===== config.mk =====
export PLATFORM = sky130hd
export DESIGN_NAME = r5p_tcl_arbiter
export DESIGN_NICKNAME = d
export VERILOG_FILES = /design/src/rtl/r5p_tcl_arbiter.sv
export SDC_FILE = /design/constraint.sdc
export NUM_CORES = 1
export LEC_CHECK = 0
export CAP_MARGIN = 20
export CELL_PAD_IN_SITES_DETAIL_PLACEMENT = 0
export CELL_PAD_IN_SITES_GLOBAL_PLACEMENT = 1
export CORE_MARGIN = 2
export CORE_UTILIZATION = 12
export DETAILED_ROUTE_END_ITERATION = 10
export PLACE_DENSITY_LB_ADDON = 0.1
export SLEW_MARGIN = 40
export SYNTH_ARGS = -nofsm -noshare
export SYNTH_HDL_FRONTEND = slang
export SYNTH_HIERARCHICAL = 1
export SYNTH_SLANG_ARGS = --single-unit

===== constraint.sdc =====
create_clock -name clk_i -period 2.8 [get_ports clk_i]
set_clock_uncertainty 0.1 [all_clocks]
set_input_delay 0.28 -clock clk_i [delete_from_list [all_inputs] [get_ports clk_i]]
set_output_delay 0.28 -clock clk_i [all_outputs]
set_load 0.1 [all_outputs]

===== src/rtl/r5p_tcl_arbiter.sv =====
// Two-requester arbiter for the R5P TCL bus: fixed or round-robin priority,
// the grant is held while a request stalls, and responses are steered to the requester that issued them.

module r5p_tcl_arbiter_port #(
    parameter int unsigned IDX = 0
) (
    input  logic rst_i,
    input  logic gnt_i,
    input  logic m_rdy_i,
    input  logic m_err_i,
    input  logic rsp_vld_i,
    input  logic rsp_sel_i,
    output logic rdy_o,
    output logic err_o
);
    localparam logic SEL = IDX[0];

    assign rdy_o = ~rst_i & m_rdy_i & (gnt_i == SEL);
    assign err_o = ~rst_i & m_err_i & rsp_vld_i & (rsp_sel_i == SEL);
endmodule

module r5p_tcl_arbiter #(
    parameter logic ARB_RR = 1'b1
) (
    input  logic        clk_i,
    input  logic        rst_i,
    input  logic        s0_vld_i,
    input  logic        s0_wen_i,
    input  logic [31:0] s0_adr_i,
    input  logic [3:0]  s0_ben_i,
    input  logic [31:0] s0_wdt_i,
    output logic [31:0] s0_rdt_o,
    output logic        s0_err_o,
    output logic        s0_rdy_o,
    input  logic        s1_vld_i,
    input  logic        s1_wen_i,
    input  logic [31:0] s1_adr_i,
    input  logic [3:0]  s1_ben_i,
    input  logic [31:0] s1_wdt_i,
    output logic [31:0] s1_rdt_o,
    output logic        s1_err_o,
    output logic        s1_rdy_o,
    output logic        m_vld_o,
    output logic        m_wen_o,
    output logic [31:0] m_adr_o,
    output logic [3:0]  m_ben_o,
    output logic [31:0] m_wdt_o,
    input  logic [31:0] m_rdt_i,
    input  logic        m_err_i,
    input  logic        m_rdy_i
);
    typedef struct packed {
        logic        wen;
        logic [31:0] adr;
        logic [3:0]  ben;
        logic [31:0] wdt;
    } req_t;

    localparam int unsigned NUM_REQ = 2;

    logic [NUM_REQ-1:0] vld;
    req_t               req [NUM_REQ];
    logic [NUM_REQ-1:0] rdy_w;
    logic [NUM_REQ-1:0] err_w;

    logic lck_vld_q, lck_vld_d;
    logic lck_sel_q, lck_sel_d;
    logic ptr_q, ptr_d;
    logic rsp_vld_q, rsp_vld_d;
    logic rsp_sel_q, rsp_sel_d;
    logic gnt;
    logic xfer;

    assign vld    = {s1_vld_i, s0_vld_i};
    assign req[0] = '{wen: s0_wen_i, adr: s0_adr_i, ben: s0_ben_i, wdt: s0_wdt_i};
    assign req[1] = '{wen: s1_wen_i, adr: s1_adr_i, ben: s1_ben_i, wdt: s1_wdt_i};

    // A stalled request keeps its grant regardless of what the other side raises.
    always_comb begin
        gnt = ptr_q;
        if (lck_vld_q) begin
            gnt = lck_sel_q;
        end else begin
            unique case (vld)
                2'b01:   gnt = 1'b0;
                2'b10:   gnt = 1'b1;
                2'b11:   gnt = ARB_RR ? ptr_q : 1'b0;
                default: gnt = ptr_q;
            endcase
        end
    end

    assign m_vld_o = ~rst_i & vld[gnt];
    assign m_wen_o = req[gnt].wen;
    assign m_adr_o = req[gnt].adr;
    assign m_ben_o = req[gnt].ben;
    assign m_wdt_o = req[gnt].wdt;
    assign xfer    = m_vld_o & m_rdy_i;

    always_comb begin
        lck_vld_d = lck_vld_q;
        lck_sel_d = lck_sel_q;
        ptr_d     = ptr_q;
        rsp_vld_d = xfer;
        rsp_sel_d = rsp_sel_q;
        if (xfer) begin
            lck_vld_d = 1'b0;
            ptr_d     = ~gnt;
            rsp_sel_d = gnt;
        end else if (m_vld_o) begin
            lck_vld_d = 1'b1;
            lck_sel_d = gnt;
        end
    end

    always_ff @(posedge clk_i) begin
        if (rst_i) begin
            lck_vld_q <= 1'b0;
            lck_sel_q <= 1'b0;
            ptr_q     <= 1'b0;
            rsp_vld_q <= 1'b0;
            rsp_sel_q <= 1'b0;
        end else begin
            lck_vld_q <= lck_vld_d;
            lck_sel_q <= lck_sel_d;
            ptr_q     <= ptr_d;
            rsp_vld_q <= rsp_vld_d;
            rsp_sel_q <= rsp_sel_d;
        end
    end

    // Steering uses the registered owner, never the current grant.
    for (genvar n = 0; n < NUM_REQ; n++) begin : g_port
        r5p_tcl_arbiter_port #(.IDX(n)) u_port (
            .rst_i    (rst_i),
            .gnt_i    (gnt),
            .m_rdy_i  (m_rdy_i),
            .m_err_i  (m_err_i),
            .rsp_vld_i(rsp_vld_q),
            .rsp_sel_i(rsp_sel_q),
            .rdy_o    (rdy_w[n]),
            .err_o    (err_w[n])
        );
    end

    assign s0_rdy_o = rdy_w[0];
    assign s1_rdy_o = rdy_w[1];
    assign s0_err_o = err_w[0];
    assign s1_err_o = err_w[1];
    assign s0_rdt_o = m_rdt_i;
    assign s1_rdt_o = m_rdt_i;
endmodule


==> impl_metrics.json, run 1 <==
{
  "status": "finished clean",
  "die_h_um": 122,
  "cts_tree": "done",
  "crit_arrival_ns": 2.33,
  "rsz0062_at_grt": "false",
  "path_max_fanout": 7,
  "cts_buffers": 3,
  "insertion_delay_ns": 0.23,
  "synth_seq_area_share_pct": 5.96,
  "overflow": 0,
  "maxCapViolCount": 0,
  "min_period_over_period_pct": 96.9,
  "report.final.slew_viol_count": 0,
  "drtIter0Drc": 23,
  "final_cell_area_mm2": 0.00465,
  "area_delta_synth_final_pct": 177,
  "grt_pass1_wl_mm": 12.2,
  "yosys_register_bits": 5,
  "num_rows": 43,
  "syn_area_mm2": 0.00168,
  "cts.path.max_buffers": 2,
  "hold_path.class": "reg2reg",
  "final_cell_mix": "clkdlybuf4s50_1, buf_12, mux2_2, mux2_4, buf_4",
  "syn_inst": 182,
  "die_area_mm2": 0.0150,
  "dr_total_vias": 1909,
  "peakVddDrop_v": 0.000202,
  "place_ws_ns": -0.0700,
  "grt_max_degree": 16,
  "antenna_cells": 0,
  "drive_gt1_share_pct": 47.4,
  "nNetsFinal": 526,
  "fmax_mhz": 368,
  "grt_pass1_vias": 2008,
  "ant_nets": 0,
  "cts_sinks": 5,
  "final_common_cell": "clkdlybuf4s50_1",
  "detail_route.first_pass.iterations": 3,
  "worstSetupPathType": "in2out",
  "final.setup.worst_slack_ns": 0.0861,
  "syn_area_per_cell_um2": 9.23,
  "dp.final_hpwl_mm": 7.67,
  "fin_total_pwr_mw": 2.68,
  "crit_path_start_kind": "input port",
  "crit_family": "buffers and inverters",
  "critPathSlowestCell": "mux2_4",
  "tns_ns": 0,
  "cp_slowest_stage_delay_ns": 0.32,
  "portBuffers": 217,
  "p_leak_nw": 1.91,
  "die_w_um": 122,
  "p_per_area_mw_per_mm2": 575,
  "synth_nets": 359,
  "finalWirelength_mm": 9.08,
  "cts_root_buf": "clkbuf_16",
  "avgViaCountPerCell": 3.62,
  "hold_violations": 0,
  "detail_route.wl_per_cell_um": 17.2,
  "gp_congestion": 0.714,
  "core_area_mm2": 0.0138,
  "grtUsageTotal_pct": 10.9,
  "cts-hold-fix-buffers": 0,
  "worstMarginPinSlew_ns": 0.368,
  "required_ns": 2.42,
  "ys_types": 28,
  "slew_headroom_pct": 75.4,
  "io_pins": 314,
  "crit_buf_inv": 5,
  "antenna_found_initial": 0,
  "drc": 0,
  "crit_path_frequent_cell": "buf_12",
  "period_needed_ns": 2.71,
  "initial_core_util_pct": 12.2,
  "placed_area_mm2": 0.00436,
  "finalSetupViolCount": 0,
  "end_kind": "output pin",
  "cp_cell_sequence": "dlygate4sd2_1, ha_4, mux2_4, o21ai_4, buf_12, buf_12, bufbuf_16, mux2_4, buf_12",
  "clk_pin_slew_ns": 0.03,
  "utilization_pct": 33.8,
  "htreeDepth": 1,
  "yosys_warnings": 6
}
-- cell usage after synthesis --
cell type	instances	share of area, %
o211ai_1	1	0.45
nor3b_1	1	0.45
a31oi_1	1	0.37
nand2b_1	1	0.37
dfxtp_1	5	6.0
and4bb_2	1	0.74
buf_4	66	29
o21ai_0	2	0.60
and2b_1	1	0.45
a2bb2oi_1	2	1.0
mux2_1	6	4.0
a22oi_1	1	0.45
clkbuf_1	1	0.22
inv_1	2	0.45
o21ai_4	1	0.97
nand2_1	4	0.89
nand3b_1	1	0.45
and4b_1	1	0.60
and2_1	1	0.37
nor2_1	4	0.89
or4_1	1	0.45
and3b_2	1	0.60
a21oi_1	3	0.89
buf_6	5	3.4
ha_1	1	0.74
nand3_1	2	0.60
mux2i_1	1	0.60
mux2_2	65	44
-- sequential cells by signal, indices dropped and copies added, names as in the netlist --
name and count:
rsp_vld_q 1, rsp_sel_q 1, lck_vld_q 1, ptr_q 1, lck_sel_q 1
-- metrics by stage --
step | hold WS [ns] | instances
global placement | 0.383 | 516
floorplan | 0.249 | 182
CTS | 0.409 | 528
detailed placement | 0.405 | 516
global route | 0.425 | 528
finish | 0.401 | 528
-- metal layers --
layer  global-route usage, %  part of all wire, %  vias to the layer above
li1                        -                    -                      908
met1                    11.5                   34                      842
met2                    20.7                   52                      135
met3                    3.25                   12                       24
met4                    3.16                  1.8                        0
met5                       0                    0                        -
-- cell type report --
cell class                      instances  area [um^2]
Fill cell                            1411         9120
Inverter                                2         7.51
Clock buffer                            4         78.8
Sequential cell                         5          100
Multi-Input combinational cell        103         1080
Tap cell                              180          225
Timing Repair Buffer                  234         3160
-- kinds of logic after synthesis --
logic type	synth area share, %
fa+ha+maj	0.744
flops	5.96
compound gates	4.77
simple gates	6.85
buf+inv	33.5
mux	48.2
-- repair_timing --
action / 4_1_cts / 5_1_grt
endpoints found under the setup margin: 69 / 0
buffers inserted: 5 / 0
resized for setup: 17 / 0
-- final timing paths --
check                               start          end  slack [ns]  depth (start not counted)
worst max-delay path             s1_vld_i  m_adr_o[15]        0.09                          9
worst min-delay path            lck_sel_q    lck_sel_q        0.40                          2
worst max register to register      ptr_q    rsp_vld_q        1.10                          5
worst min register to register  lck_sel_q    lck_sel_q        0.40                          2
-- power by group --
| group | internal, mW | switching [mW] | total [mW] |
|---|---|---|---|
| clock | 0.189 | 0.0512 | 0.240 |
| sequential | 0.0776 | 0.00644 | 0.0840 |
| combinational | 0.991 | 1.36 | 2.35 |
-- worst min-delay path, cell delays in order (launching register included) --
cell and delay, ns:
dfxtp_1 0.31, o21ai_0 0.08, a21oi_1 0.06
(Power assumes the default switching activity.)
==> run 2, diff against run 1 <==
CTS_BUF_LIST = sky130_fd_sc_hd__clkbuf_4 sky130_fd_sc_hd__clkbuf_8   (was not set)
clock period = 2.56 ns   (was 2.8 ns; I/O delays follow)
==> impl_metrics.json, run 2 (same netlist as run 1, synthesis figures left out) <==
{
  "status": "finished clean",
  "worstMarginPinSlew_ns": 0.399,
  "nNetsFinal": 529,
  "grt_max_degree": 19,
  "area_delta_synth_final_pct": 189,
  "dr_total_vias": 1972,
  "antenna_found_initial": 0,
  "maxCapViolCount": 0,
  "detail_route.first_pass.iterations": 4,
  "gp_congestion": 0.677,
  "ant_nets": 0,
  "grt_pass1_wl_mm": 12.2,
  "cts_tree": "done",
  "crit_path_start_kind": "input port",
  "clk_pin_slew_ns": 0.04,
  "dp.final_hpwl_mm": 7.39,
  "htreeDepth": 1,
  "die_w_um": 122,
  "die_h_um": 122,
  "portBuffers": 217,
  "hold_path.class": "reg2reg",
  "initial_core_util_pct": 12.2,
  "p_sw_share_pct": 53.5,
  "p_leak_nw": 2.06,
  "antenna_cells": 0,
  "cts_buffers": 3,
  "detail_route.wl_per_cell_um": 18.4,
  "placed_area_mm2": 0.00438,
  "finalSetupViolCount": 0,
  "die_area_mm2": 0.0150,
  "final_cell_mix": "clkdlybuf4s50_1, buf_12, mux2_2, mux2_4, buf_16",
  "cts_sinks": 5,
  "peakVddDrop_v": 0.000208,
  "switchingPower_mw": 1.59,
  "end_kind": "output pin",
  "rsz0062_at_grt": "true",
  "slew_headroom_pct": 73.3,
  "grtUsageTotal_pct": 10.8,
  "pwr-share-comb_pct": 91.4,
  "overflow": 0,
  "io_pins": 314,
  "num_rows": 43,
  "crit_arrival_ns": 2.17,
  "report.final.slew_viol_count": 0,
  "p_per_area_mw_per_mm2": 609,
  "insertion_delay_ns": 0.23,
  "place_ws_ns": -0.384,
  "hold_violations": 0,
  "period_needed_ns": 2.53,
  "required_ns": 2.20,
  "final_common_cell": "clkdlybuf4s50_1",
  "worstSetupPathType": "in2out",
  "holdWs_ns": 0.393,
  "final_cell_area_mm2": 0.00486,
  "cts-hold-fix-buffers": 0,
  "core_area_mm2": 0.0138,
  "cts_root_buf": "clkbuf_8",
  "grt_pass1_vias": 1977,
  "drtIter0Drc": 55,
  "final.setup.worst_slack_ns": 0.0320,
  "internal_power_mw": 1.38,
  "avgViaCountPerCell": 3.71,
  "seq_power_share_pct": 3.1,
  "fin_total_pwr_mw": 2.96,
  "nFillCells": 1375,
  "drive_gt1_share_pct": 50.7,
  "p_clk_share_pct": 5.5,
  "min_period_over_period_pct": 98.8,
  "fmax_mhz": 396,
  "cts.path.max_buffers": 2,
  "finalWirelength_mm": 9.77,
  "drc": 0,
  "path_max_fanout": 5
}
run 2: cell count changes in the layout (fill, tap and decap cells not counted), sizes merged:
cell | before | now
dlygate4sd2 | 2 | 0
clkbuf | 4 | 9
bufbuf | 1 | 0
clkdlybuf4s15 | 0 | 1
run 2: metrics by stage:
stage	cells	utilization (%)	setup TNS, ns
after floorplan	182	-	-0.247
after global placement	513	31.8	-25.84
after detailed placement	513	31.8	-26.16
after CTS	523	33.2	-0.183
after global routing	531	35.3	-0.380
final	531	35.3	0
run 2: layout make-up:
class / instances / area, um^2 / share of cell area [%]
clock buffer: 4 / 48.8 / 1.00
inverter: 2 / 20.0 / 0.412
multi-input combinational: 103 / 1170 / 24.1
sequential: 5 / 100 / 2.06
tap: 180 / 225 / 4.63
timing repair buffer: 237 / 3300 / 67.8
run 2: final timing paths:
path / from / end / slack, ns / depth (start not counted)
max: s1_vld_i / m_adr_o[31] / 0.03 / 9
min reg2reg: lck_sel_q / lck_sel_q / 0.39 / 2
min: lck_sel_q / lck_sel_q / 0.39 / 2
max reg2reg: lck_vld_q / rsp_sel_q / 0.80 / 8
run 2: repair_timing:
item                                    CTS  global route
endpoints found under the setup margin   72            51
setup buffers                             3             1
pin swaps                                 1             1
cloned                                    3             7
gates resized for setup                  18            34
run 2: power by group through the flow:
stage                     combinational, mW  clock [mW]  sequential (mW)
after floorplan                        1.94           0           0.0910
after global placement                 2.45           0           0.0929
after detailed placement               2.45           0           0.0930
after CTS                              2.57       0.165           0.0917
after global routing                   2.79       0.171           0.0931
final                                  2.71       0.162           0.0915
run 2: worst max-delay path: stages:
cell             delay [ns]
clkdlybuf4s15_2        0.21
ha_4                   0.28
mux2_4                 0.31
o21ai_4                0.14
buf_12                 0.14
clkbuf_16              0.15
clkbuf_16              0.14
mux2_2                 0.36
buf_12                 0.17
run 2: metal layers:
layer	share of wire, %	GRT usage (%)	vias to the layer above
met5	0	0	-
met4	0.99	2.16	0
met1	37	12.3	892
li1	-	-	923
met3	11	3.81	17
met2	50	19.4	140
